### config.mk
export PLATFORM = sky130hd
export DESIGN_NAME = ttlc_run_ctrl
export DESIGN_NICKNAME = d
export VERILOG_FILES = /design/src/rtl/ttlc_dbg_pkg.sv /design/src/rtl/ttlc_brk_match.sv /design/src/rtl/ttlc_run_ctrl.sv
export SDC_FILE = /design/constraint.sdc
export NUM_CORES = 1
export LEC_CHECK = 0
export BUFFER_PORTS_ARGS = -buffer_cell sky130_fd_sc_hd__buf_2
export CORE_MARGIN = 2
export CORE_UTILIZATION = 45
export DETAILED_ROUTE_END_ITERATION = 8
export GPL_TIMING_DRIVEN = 0
export PLACE_DENSITY = 0.74
export RECOVER_POWER = 25
export SETUP_SLACK_MARGIN = 0.1
export SYNTH_ARGS = -nofsm -noshare
export SYNTH_HDL_FRONTEND = slang
export SYNTH_SLANG_ARGS = --single-unit
### constraint.sdc
create_clock -name clk -period 5.2 [get_ports clk]
set_input_delay 0.26 -clock clk [delete_from_list [all_inputs] [get_ports clk]]
set_output_delay 0.26 -clock clk [all_outputs]
set_load 0.02 [all_outputs]
### src/rtl/ttlc_dbg_pkg.sv
// ttlc_dbg_pkg
// Shared definitions for the TTLC run-control block on debug page 0x4:
//   - run-state encodings (HALTED/RUN/STEP)
//   - CTRL command bits and REASON bit positions
//   - register offsets within the page, and the default page number
//   - a lowest-set-bit priority helper used by the breakpoint matcher
package ttlc_dbg_pkg;

  typedef enum logic [1:0] {
    ST_HALTED = 2'd0,
    ST_RUN    = 2'd1,
    ST_STEP   = 2'd2
  } run_state_e;

  // CTRL write command bits
  localparam int CTRL_RUN  = 0;
  localparam int CTRL_STEP = 1;
  localparam int CTRL_HALT = 2;

  // REASON sticky bit positions
  localparam int RSN_MANUAL = 0;
  localparam int RSN_BRK    = 1;
  localparam int RSN_STEP   = 2;

  // Register offsets (dbg_a[3:0])
  localparam logic [3:0] OFF_CTRL   = 4'h0;
  localparam logic [3:0] OFF_PC     = 4'h1;
  localparam logic [3:0] OFF_STEPN  = 4'h2;
  localparam logic [3:0] OFF_REASON = 4'h3;
  localparam logic [3:0] OFF_BRK_EN = 4'h4;
  localparam logic [3:0] OFF_HITCNT = 4'h5;
  localparam logic [3:0] OFF_BRK0   = 4'h8;

  localparam logic [3:0] DBG_PAGE = 4'h4;

  // Index of the lowest set bit; 0 when no bit is set.
  function automatic logic [2:0] lowest_idx8(input logic [7:0] v);
    logic [2:0] idx;
    idx = 3'd0;
    for (int i = 7; i >= 0; i--) begin
      idx = v[i] ? 3'(i) : idx;
    end
    return idx;
  endfunction

endpackage

### src/rtl/ttlc_brk_match.sv
// ttlc_brk_match
// NUM_BRK parallel PC comparators with per-comparator enable and a global
// skip gate; reports whether any enabled comparator matches and the lowest
// matching index.
// Ports:
//   i_pc    current core PC
//   i_addr  breakpoint addresses, one per comparator
//   i_en    enable mask
//   i_skip  suppresses all matches while set
//   o_hit   any enabled, unskipped comparator matches
//   o_idx   lowest matching comparator index (0 when no hit)
module ttlc_brk_match
  import ttlc_dbg_pkg::*;
#(
  parameter int NUM_BRK  = 4,
  parameter int PC_WIDTH = 12
) (
  input  logic [PC_WIDTH-1:0]              i_pc,
  input  logic [NUM_BRK-1:0][PC_WIDTH-1:0] i_addr,
  input  logic [NUM_BRK-1:0]               i_en,
  input  logic                             i_skip,
  output logic                             o_hit,
  output logic [2:0]                       o_idx
);

  logic [NUM_BRK-1:0] w_match;

  // Per-comparator match, gated by enable and skip.
  always_comb begin
    w_match = '0;
    for (int i = 0; i < NUM_BRK; i++) begin
      w_match[i] = i_en[i] && !i_skip && (i_addr[i] == i_pc);
    end
  end

  assign o_hit = |w_match;
  assign o_idx = lowest_idx8(8'(w_match));

endmodule

### src/rtl/ttlc_run_ctrl.sv
// ttlc_run_ctrl
// Run-control and breakpoint unit for the TTLC core, decoded on debug page
// PAGE. Provides RUN / multi-instruction STEP / manual HALT commands,
// NUM_BRK maskable PC breakpoints and a sticky halt-reason register.
// Optional feature macro: TTLC_BRK_HITCNT_EN adds a 16-bit saturating
// breakpoint-halt counter at offset 5 (reads 0 when not defined).
// Ports:
//   clk, rst        clock, synchronous active-high reset
//   dbg_a/di/we/rd  debug bus address, write data, write strobe, read strobe
//   dbg_do          read data (0 unless page selected and dbg_rd)
//   dbg_ready       page selected and access in progress; never stalls
//   core_pc         PC of the instruction about to retire
//   core_i_ready    one-cycle pulse per retired instruction
//   core_status     core status bits shown in CTRL readback
//   core_halt       registered halt to the core
//   halt_evt        one-cycle pulse on every entry to HALTED
module ttlc_run_ctrl
  import ttlc_dbg_pkg::*;
#(
  parameter int         NUM_BRK  = 4,
  parameter int         PC_WIDTH = 12,
  parameter int         STEP_W   = 8,
  parameter logic [3:0] PAGE     = DBG_PAGE
) (
  input  logic                clk,
  input  logic                rst,
  input  logic [7:0]          dbg_a,
  input  logic [15:0]         dbg_di,
  output logic [15:0]         dbg_do,
  input  logic                dbg_we,
  input  logic                dbg_rd,
  output logic                dbg_ready,
  input  logic [PC_WIDTH-1:0] core_pc,
  input  logic                core_i_ready,
  input  logic [2:0]          core_status,
  output logic                core_halt,
  output logic                halt_evt
);

  logic                              w_sel;
  logic                              w_wr;
  logic [3:0]                        w_off;
  logic                              w_ctrl_wr;
  logic                              w_halt_req;

  run_state_e                        r_state;
  run_state_e                        w_state_nxt;
  logic                              r_core_halt;
  logic                              r_halt_evt;
  logic                              r_skip;
  logic [STEP_W-1:0]                 r_stepn;
  logic [STEP_W-1:0]                 r_step_cnt;
  logic [2:0]                        r_rsn_bits;
  logic [2:0]                        r_rsn_idx;
  logic [2:0]                        w_rsn_bits_nxt;
  logic [2:0]                        w_rsn_idx_nxt;
  logic [2:0]                        w_rsn_clr;
  logic [NUM_BRK-1:0]                r_brk_en;
  logic [NUM_BRK-1:0][PC_WIDTH-1:0]  r_brk_addr;

  logic                              w_brk_hit;
  logic [2:0]                        w_brk_idx;
  logic                              w_set_man;
  logic                              w_set_brk;
  logic                              w_set_step;
  logic                              w_load_cnt;
  logic                              w_dec_cnt;
  logic                              w_leave_halt;
  logic [15:0]                       w_hitcnt;
  logic [15:0]                       w_rdata;
  logic                              w_unused_ok;

  assign w_sel      = (dbg_a[7:4] == PAGE);
  assign w_off      = dbg_a[3:0];
  assign w_wr       = w_sel && dbg_we;
  assign w_ctrl_wr  = w_wr && (w_off == OFF_CTRL);
  assign w_halt_req = w_ctrl_wr && dbg_di[CTRL_HALT];
  assign w_unused_ok = ^dbg_di;

  ttlc_brk_match #(
    .NUM_BRK  (NUM_BRK),
    .PC_WIDTH (PC_WIDTH)
  ) u_brk_match (
    .i_pc   (core_pc),
    .i_addr (r_brk_addr),
    .i_en   (r_brk_en),
    .i_skip (r_skip),
    .o_hit  (w_brk_hit),
    .o_idx  (w_brk_idx)
  );

  // Run-state register.
  always_ff @(posedge clk) begin
    if (rst) begin
      r_state <= ST_HALTED;
    end else begin
      r_state <= w_state_nxt;
    end
  end

  // Next state and halt cause. Manual HALT beats breakpoint beats step-done;
  // breakpoints are not considered while stepping.
  always_comb begin
    w_state_nxt = r_state;
    w_set_man   = 1'b0;
    w_set_brk   = 1'b0;
    w_set_step  = 1'b0;
    w_load_cnt  = 1'b0;
    w_dec_cnt   = 1'b0;
    case (r_state)
      ST_HALTED: begin
        if (w_ctrl_wr && dbg_di[CTRL_STEP]) begin
          w_state_nxt = ST_STEP;
          w_load_cnt  = 1'b1;
        end else if (w_ctrl_wr && dbg_di[CTRL_RUN]) begin
          w_state_nxt = ST_RUN;
        end else begin
          w_state_nxt = ST_HALTED;
        end
      end
      ST_RUN: begin
        if (w_halt_req) begin
          w_state_nxt = ST_HALTED;
          w_set_man   = 1'b1;
        end else if (w_brk_hit) begin
          w_state_nxt = ST_HALTED;
          w_set_brk   = 1'b1;
        end else begin
          w_state_nxt = ST_RUN;
        end
      end
      ST_STEP: begin
        if (w_halt_req) begin
          w_state_nxt = ST_HALTED;
          w_set_man   = 1'b1;
        end else if (core_i_ready && (r_step_cnt == STEP_W'(1))) begin
          w_state_nxt = ST_HALTED;
          w_set_step  = 1'b1;
        end else if (core_i_ready) begin
          w_state_nxt = ST_STEP;
          w_dec_cnt   = 1'b1;
        end else begin
          w_state_nxt = ST_STEP;
        end
      end
      default: begin
        w_state_nxt = ST_HALTED;
      end
    endcase
  end

  assign w_leave_halt = (r_state == ST_HALTED) && (w_state_nxt != ST_HALTED);

  // Halt output and entry pulse, both aligned to the registered state.
  always_ff @(posedge clk) begin
    if (rst) begin
      r_core_halt <= 1'b1;
      r_halt_evt  <= 1'b0;
    end else begin
      r_core_halt <= (w_state_nxt == ST_HALTED);
      r_halt_evt  <= (r_state != ST_HALTED) && (w_state_nxt == ST_HALTED);
    end
  end

  // Skip is raised on leaving HALTED so the PC we halted at cannot re-trigger;
  // it drops with the first retirement after that.
  always_ff @(posedge clk) begin
    if (rst) begin
      r_skip <= 1'b0;
    end else if (w_leave_halt) begin
      r_skip <= 1'b1;
    end else if (core_i_ready) begin
      r_skip <= 1'b0;
    end else begin
      r_skip <= r_skip;
    end
  end

  // Step counter: loaded with max(STEPN,1), zero only while HALTED.
  always_ff @(posedge clk) begin
    if (rst) begin
      r_step_cnt <= '0;
    end else if (w_load_cnt) begin
      r_step_cnt <= (r_stepn == '0) ? STEP_W'(1) : r_stepn;
    end else if (w_state_nxt == ST_HALTED) begin
      r_step_cnt <= '0;
    end else if (w_dec_cnt) begin
      r_step_cnt <= r_step_cnt - STEP_W'(1);
    end else begin
      r_step_cnt <= r_step_cnt;
    end
  end

  // REASON next value: write-1-to-clear first, then any new cause, so a
  // same-cycle set survives the clear.
  always_comb begin
    w_rsn_clr      = (w_wr && (w_off == OFF_REASON)) ? dbg_di[2:0] : 3'b000;
    w_rsn_bits_nxt = (r_rsn_bits & ~w_rsn_clr) | {w_set_step, w_set_brk, w_set_man};
    if (w_set_brk) begin
      w_rsn_idx_nxt = w_brk_idx;
    end else if (w_rsn_clr[RSN_BRK]) begin
      w_rsn_idx_nxt = 3'd0;
    end else begin
      w_rsn_idx_nxt = r_rsn_idx;
    end
  end

  // Software-visible configuration and sticky reason registers.
  always_ff @(posedge clk) begin
    if (rst) begin
      r_stepn    <= '0;
      r_brk_en   <= '0;
      r_rsn_bits <= 3'b000;
      r_rsn_idx  <= 3'd0;
    end else begin
      r_stepn    <= (w_wr && (w_off == OFF_STEPN))  ? dbg_di[STEP_W-1:0]  : r_stepn;
      r_brk_en   <= (w_wr && (w_off == OFF_BRK_EN)) ? dbg_di[NUM_BRK-1:0] : r_brk_en;
      r_rsn_bits <= w_rsn_bits_nxt;
      r_rsn_idx  <= w_rsn_idx_nxt;
    end
  end

  // Breakpoint address registers at offsets 8..8+NUM_BRK-1.
  always_ff @(posedge clk) begin
    for (int i = 0; i < NUM_BRK; i++) begin
      if (rst) begin
        r_brk_addr[i] <= '0;
      end else if (w_wr && (w_off == (OFF_BRK0 + 4'(i)))) begin
        r_brk_addr[i] <= dbg_di[PC_WIDTH-1:0];
      end else begin
        r_brk_addr[i] <= r_brk_addr[i];
      end
    end
  end

`ifdef TTLC_BRK_HITCNT_EN
  logic [15:0] r_hitcnt;

  // Saturating count of breakpoint halts; a write to its offset clears it.
  always_ff @(posedge clk) begin
    if (rst) begin
      r_hitcnt <= 16'h0000;
    end else if (w_wr && (w_off == OFF_HITCNT)) begin
      r_hitcnt <= 16'h0000;
    end else if (w_set_brk && (r_hitcnt != 16'hFFFF)) begin
      r_hitcnt <= r_hitcnt + 16'h0001;
    end else begin
      r_hitcnt <= r_hitcnt;
    end
  end

  assign w_hitcnt = r_hitcnt;
`else
  assign w_hitcnt = 16'h0000;
`endif

  // Register readback mux.
  always_comb begin
    w_rdata = 16'h0000;
    case (w_off)
      OFF_CTRL:   w_rdata = {8'h00, core_status, |r_rsn_bits, 2'b00, r_state};
      OFF_PC:     w_rdata = 16'(core_pc);
      OFF_STEPN:  w_rdata = 16'(r_stepn);
      OFF_REASON: w_rdata = {9'h000, r_rsn_idx, 1'b0, r_rsn_bits};
      OFF_BRK_EN: w_rdata = 16'(r_brk_en);
      OFF_HITCNT: w_rdata = w_hitcnt;
      default: begin
        w_rdata = 16'h0000;
        for (int i = 0; i < NUM_BRK; i++) begin
          w_rdata = (w_off == (OFF_BRK0 + 4'(i))) ? 16'(r_brk_addr[i]) : w_rdata;
        end
      end
    endcase
  end

  assign dbg_do    = (w_sel && dbg_rd) ? w_rdata : 16'h0000;
  assign dbg_ready = w_sel && (dbg_rd || dbg_we);
  assign core_halt = r_core_halt;
  assign halt_evt  = r_halt_evt;

endmodule
==> results of run 1 <==
[layer usage]
metal  vias to the layer above  track usage [%]
met5                         -                0
met4                         0            16.76
met3                        74            5.993
met2                       296            48.56
met1                      2388            35.78
li1                       2343                -
[logic make-up after synthesis]
logic type,synth area share [%]
and+or+nand+nor,23.81
AOI/OAI and AO/OA,18.48
buffers and inverters,6.675
DFF,32.16
xor gates and xnor gates,8.840
muxes,8.402
adders and majority gates,1.546
other,0.07725
[worst min-delay path by stage]
stage	start	to	slack [ps]	depth (start not counted)
after global routing	dbg_di[9]	r_brk_addr[9]	170	3
after floorplan	rst	core_halt	370	2
final	rst	core_halt	170	3
after global placement	r_rsn_bits[0]	r_rsn_bits[0]	460	2
after detailed placement	r_rsn_bits[0]	r_rsn_bits[0]	470	2
after CTS	rst	core_halt	160	3
[final cells by class]
type	instances	area (um^2)	area share, %
Multi-Input combinational cell	470	2980	55.52
Sequential cell	78	1562	29.09
Buffer	64	262.8	4.895
Timing Repair Buffer	36	176.4	3.287
Tap cell	136	170.2	3.170
Clock buffer	11	131.4	2.448
Inverter	16	60.06	1.119
Clock inverter	4	25.02	0.4662
[flip-flops by register name, indices dropped and copies added, names as in the netlist]
name,cells
r_rsn_idx,2
core_halt,1
r_step_cnt,8
r_state,2
r_stepn,8
halt_evt,1
r_brk_addr,48
r_rsn_bits,3
r_skip,1
r_brk_en,4
[layout by cell type (no fill, tap or decap), types with 7 or more instances in the layout]
master	count
xor2_1	48
clkbuf_1	59
nand3_1	53
nand4_1	19
nor3_1	18
mux4_2	7
inv_1	16
nor3b_1	8
nand2_1	59
dfxtp_1	78
o21ai_0	14
a221oi_1	8
buf_2	33
nor2_1	41
a21oi_1	81
nor4_1	11
mux2i_1	25
clkbuf_8	9
[synth_stat cells, types with 3 or more instances]
cell type and number:
inv_1 16, a222oi_1 3, nand3_1 53, nor2_1 41, a31oi_1 3, buf_4 4
nand2_1 59, nor3_1 18, xor2_1 48, nor4_1 11, a22oi_1 5, a32oi_1 6
mux2i_1 25, and3_1 4, ha_1 6, nor3b_1 8, o21a_1 3, mux4_2 7
o21ai_1 6, dfxtp_1 78, and4_1 4, o221a_2 3, buf_1 6, a221oi_1 8
o21ai_0 14, clkbuf_1 52, nand4_1 19, a21oi_1 81
[power groups by stage]
stage          Sequential (mW)  Combinational, mW  Clock, mW
2_1_floorplan            0.612             0.0825          0
4_1_cts                  0.598              0.132      0.402
3_3_place_gp             0.612              0.132          0
5_1_grt                  0.598              0.145      0.422
3_5_place_dp             0.612              0.132          0
6_report                 0.598              0.137      0.402
[stage by stage]
step	instances	utilization [%]	total power, mW	setup slack, ps
after floorplan	628	-	0.6945	2713
after global placement	800	50.08	0.7441	2259
after detailed placement	800	50.08	0.7440	2273
after CTS	815	51.58	1.132	2370
after global routing	815	51.53	1.165	2120
final	815	51.53	1.137	2306
[worst max-delay path: cells and delay by family (launching register included)]
| family | cells | cell delay (ps) |
|---|---|---|
| AO/OA/AOI/OAI | 4 | 620 |
| adder cells (fa/ha/maj) | 1 | 240 |
| buffers and inverters | 2 | 550 |
| flip-flops | 1 | 360 |
| AND/OR/NAND/NOR | 2 | 1040 |
==> reports/metrics.csv, run 1 <==
stage,metric,value,unit
outcome,outcome,finished clean,
synth,Post-Syn Area,4855,um^2
placement,GP Congestion,0.9669,
clock_network,CTS tree,done,
synth,synthesized area per cell,7.767,um^2
placement,HPWL after detailed placement,12.31,mm
run,MaxCap Viol Count,0,
timing,Max Slew Vio Count,0,
timing,Setup TNS,0,ps
detailed_routing,met2 routed WL,7.969,mm
synth,synthesized flop and latch total,78,
synth,top cell type's share of synthesized area,32.16,%
clock_network,clock tree root buffer cell,clkbuf_8,
timing,Period minus WS final,2894,ps
power,leakage power figure,2.045,nW
synth,cell taking the most area after synthesis,dfxtp_1,
power,part of the power in registers,52.6,%
timing,clk_skew,5.179,ps
setup_path,"slowest stage delay, CP",530,ps
clock_network,post_cts resized,0,
placement,Port Buffer Count,36,
setup_path,crit path to,r_step_cnt[6],
synth,ys flop type,dfxtp_1,
finish,share of cells above drive strength 1,9.278,%
detailed_routing,antenna-violating nets left,0,
detailed_routing,first-pass iteration count of the detailed router,5,
detailed_routing,Vias,5101,
power,worst ir drop on vdd,0.0001418,V
synth,Async SR Flop Fraction,0,%
setup_path,critical path class,reg -> reg,
finish,post-route cell area,5368,um^2
global_route,first-pass GRT wire length,26.14,mm
synth,number of flops mapped to enable cells by yosys,0,
power,Internal Power,805.6,uW
clock_network,CTS H-tree depth,3,
synth,Synth cell types,56,
power,Power Density,211.8,nW/um^2
clock_network,Worst-Skew Late Latency,360,ps
global_route,largest net degree at the start of global routing,13,
detailed_routing,met3 wire len,1.471,mm
detailed_routing,DRC Markers,0,
die,DIE HEIGHT,107.9,um
die,die footprint,11630,um^2
setup_path,Worst R2R End,r_step_cnt[6],
setup_path,FF-to-FF Start,r_state[0],
power,Comb pwr share,12.0,%
detailed_routing,Post-Route WL,16.84,mm
timing,Slew @ Worst Pin,1050,ps
timing,final hold vios,0,
hold_path,hold crit path type,in -> reg,
global_route,GR Util All Layers,29.54,%
synth,Post-Syn Instances,625,
detailed_routing,Vias/cell,6.259,
setup_path,"critical path, cell by cell",inv_1 -> ha_1 -> or4bb_1 -> nor3_1 -> clkbuf_1 -> a21oi_1 -> a21oi_1 -> o21ai_1 -> a221oi_1,
synth,Synth area leaders,"dfxtp_1, xor2_1, a21oi_1, nand3_1, mux2i_1",
clock_network,Post-CTS Setup Repair Bufs,0,
finish,nets,725,
timing,worst hold margin,166.8,ps
detailed_routing,WL per Instance,20.66,um
die,Starting Density,46.61,%
global_route,grt ovf,0,
timing,final worst path period share,55.65,%
die,core box area,10420,um^2
power,sw frac,29.15,%
die,# rows,37,
timing,normalized max-slew margin,29.38,%
setup_path,Max Fanout on Critical Path,10,
setup_path,CP startpoint,r_state[0],
setup_path,FF-to-FF path depth,9,
clock_network,TritonCTS Buffers,9,
synth,sequential share of the synthesized area,32.16,%
synth,YS warnings,0,
setup_path,critical path's most frequent cell,a21oi_1,
detailed_routing,M1 wire length,6.497,mm
timing,final setup fails,0,
setup_path,nature of the critical path endpoint,register,
setup_path,crit start category,register,
timing,Max Fclk,0.3456,GHz
setup_path,CP required,5470,ps
detailed_routing,initial drt markers,534,
global_route,antenna violations before repair,0,
power,Clock Power Share,35.4,%
clock_network,CTS Hold Buffers Added,0,
finish,Area Growth Syn to Fin,10.57,%
power,Net Sw Power,331.5,uW
detailed_routing,uppermost layer routed,met4,
die,die width,107.9,um
timing,unrepaired setup endpoints after global routing,false,
placement,"Cell Area, Placed",5216,um^2
clock_network,CTS sink cnt,78,
global_route,vias in the first global route,4913,
clock_network,Worst-path clk slew,80,ps
die,Ports,63,
setup_path,Critical Path AT,3160,ps
setup_path,CP max-delay cell,or4bb_1,
clock_network,buffer levels on the longest clock path,2,
finish,Fill cells,1029,
setup_path,R2R Setup Slk,2310,ps
finish,Inserted Diodes,0,
Power figures use the tool's default switching activity.
==> inputs of run 2 (changes only) <==
- clock period: 5.2 -> 3 ns (I/O delays scaled with it)
==> run 2 against run 1 <==
Effect of this change:
- largest power group unchanged
- utilization increased by 0.096 points
- die area unchanged
- cell count unchanged
- global-route usage unchanged
==> reports/metrics.csv, run 2 (synthesis results as in run 1) <==
stage,metric,value,unit,change
outcome,outcome,finished clean,,
setup_path,crit start category,register,,
setup_path,Max Fanout on Critical Path,10,,unchanged
timing,Setup TNS,0,ps,unchanged
timing,Max Slew Vio Count,0,,unchanged
die,core box area,10420,um^2,unchanged
timing,final worst path period share,90.57,%,+35 points
finish,largest registers,"r_brk_addr x48, r_step_cnt x8, r_stepn x8",,
detailed_routing,Vias,5092,,-0.18%
clock_network,buffer levels on the longest clock path,2,,unchanged
power,leakage power figure,2.046,nW,about the same
die,die footprint,11630,um^2,unchanged
die,Ports,63,,unchanged
finish,Area Growth Syn to Fin,10.77,%,
global_route,antenna violations before repair,0,,unchanged
finish,"commonest non-fill, non-tap cell in the layout",a21oi_1,,
global_route,first-pass GRT wire length,26.14,mm,unchanged
global_route,GR Util All Layers,29.54,%,unchanged
detailed_routing,Post-Route WL,16.98,mm,+0.86%
detailed_routing,Vias/cell,6.248,,-0.18%
die,# rows,37,,unchanged
setup_path,CP required,3270,ps,-2200 ps
run,MaxCap Viol Count,0,,unchanged
detailed_routing,DRC Markers,0,,unchanged
timing,worst hold margin,58.47,ps,-108.3 ps
finish,nets,725,,unchanged
clock_network,CTS sink cnt,78,,unchanged
finish,"commonest non-fill, non-tap cells in the layout","a21oi_1, dfxtp_1, nand2_1, clkbuf_1, nand3_1",,
timing,Max Fclk,0.3681,GHz,+6.5%
global_route,largest net degree at the start of global routing,13,,unchanged
clock_network,TritonCTS Buffers,9,,unchanged
clock_network,CTS H-tree depth,3,,unchanged
setup_path,CP max-delay cell,or4bb_1,,
die,die width,107.9,um,unchanged
setup_path,"critical path, cell by cell",inv_1 -> ha_1 -> or4bb_1 -> nor3_2 -> clkbuf_1 -> a21oi_1 -> a21oi_1 -> o21ai_1 -> a221oi_1,,
timing,final setup fails,0,,unchanged
finish,share of cells above drive strength 1,9.573,%,+0.29 points
finish,Biggest register,r_brk_addr,,
global_route,vias in the first global route,4913,,unchanged
timing,clk_skew,5.171,ps,-0.008130 ps
timing,final hold vios,0,,unchanged
placement,"Cell Area, Placed",5216,um^2,unchanged
timing,unrepaired setup endpoints after global routing,false,,
finish,max reg flops,48,,unchanged
setup_path,"slowest stage delay, CP",570,ps,+40 ps
timing,normalized max-slew margin,26.83,%,-2.5 points
detailed_routing,initial drt markers,539,,+0.94%
setup_path,critical path class,reg -> reg,,
die,DIE HEIGHT,107.9,um,unchanged
clock_network,clock tree root buffer cell,clkbuf_8,,
clock_network,CTS tree,done,,
clock_network,CTS Hold Buffers Added,0,,unchanged
clock_network,Worst-path clk slew,80,ps,about the same
detailed_routing,first-pass iteration count of the detailed router,6,,+1
global_route,grt ovf,0,,unchanged
detailed_routing,antenna-violating nets left,0,,unchanged
clock_network,Worst-Skew Late Latency,370,ps,about the same
setup_path,Critical Path AT,2990,ps,-170 ps
setup_path,nature of the critical path endpoint,register,,
setup_path,critical path's most frequent cell,a21oi_1,,
placement,Port Buffer Count,36,,unchanged
setup_path,"CP delay by family, top",simple AND/OR/NAND/NOR gates,,
detailed_routing,WL per Instance,20.84,um,+0.86%
timing,Period minus WS final,2717,ps,-177.0 ps
finish,post-route cell area,5378,um^2,+0.19%
hold_path,hold crit path type,in -> reg,,
setup_path,Critical path buffers and inverters,2,,unchanged
placement,GP Congestion,0.9669,,unchanged
die,Starting Density,46.61,%,unchanged
power,Tot Pwr,1.974,mW,+74%
clock_network,Post-CTS Setup Repair Bufs,0,,unchanged
timing,Slew @ Worst Pin,1087,ps,+37.84 ps
finish,Inserted Diodes,0,,unchanged
placement,HPWL after detailed placement,12.31,mm,unchanged
power,worst ir drop on vdd,0.0002504,V,+77%
power,Power Density,367.1,nW/um^2,+73%
## run 2: cell types whose count changed in the layout (fill, tap and decap cells not counted)
cell / change
o31ai_2: +1
nor3_1: -1
o31ai_1: -1
nor3_2: +1
## run 2: worst paths after layout
check,from,endpoint,slack [ps],cells past startpoint
setup / recovery,r_state[0],r_step_cnt[6],280,9
hold reg to reg,r_rsn_bits[0],r_rsn_bits[0],480,2
setup reg to reg,r_state[0],r_step_cnt[6],280,9
hold / removal,rst,core_halt,60,3
## run 2: power by group
group	internal (mW)	switching, mW
logic	0.0674	0.171
registers	1.04	0.00133
clock network	0.294	0.405
total	1.40	0.578
## run 2: what timing repair did
item | 4_1_cts | 5_1_grt
gates resized for setup | 0 | 2
setup endpoints to repair | 0 | 6
endpoints found under the hold margin | 0 | 0
## run 2: tightest hold or removal path, stage by stage
cell     delay [ps]
buf_2           120
nor2_1           70
nand2_1          50
## run 2: stage by stage
| step | utilization, % | std cells | worst slack (ps) |
|---|---|---|---|
| global route | 51.63 | 815 | 136.3 |
| CTS | 51.58 | 815 | 170.0 |
| global placement | 50.08 | 800 | 168.7 |
| detailed placement | 50.08 | 800 | 183.0 |
| floorplan | - | 628 | 622.6 |
| finish | 51.63 | 815 | 283.0 |
## run 2: cell type report
cell class	instances	area (um^2)
fillers	1028	5039
multi-input cells	470	2990
flip-flops and latches	78	1562
plain buffers	64	262.8
repair buffers	36	176.4
well taps	136	170.2
clock buffers	11	131.4
inverters	16	60.06
clock inverters	4	25.02
## run 2: routing by layer
| metal | global-route usage [%] | share of wire (%) |
|---|---|---|
| met5 | 0 | 0 |
| met4 | 16.76 | 5.1 |
| met2 | 48.56 | 47 |
| met1 | 35.78 | 39 |
| met3 | 5.993 | 8.5 |
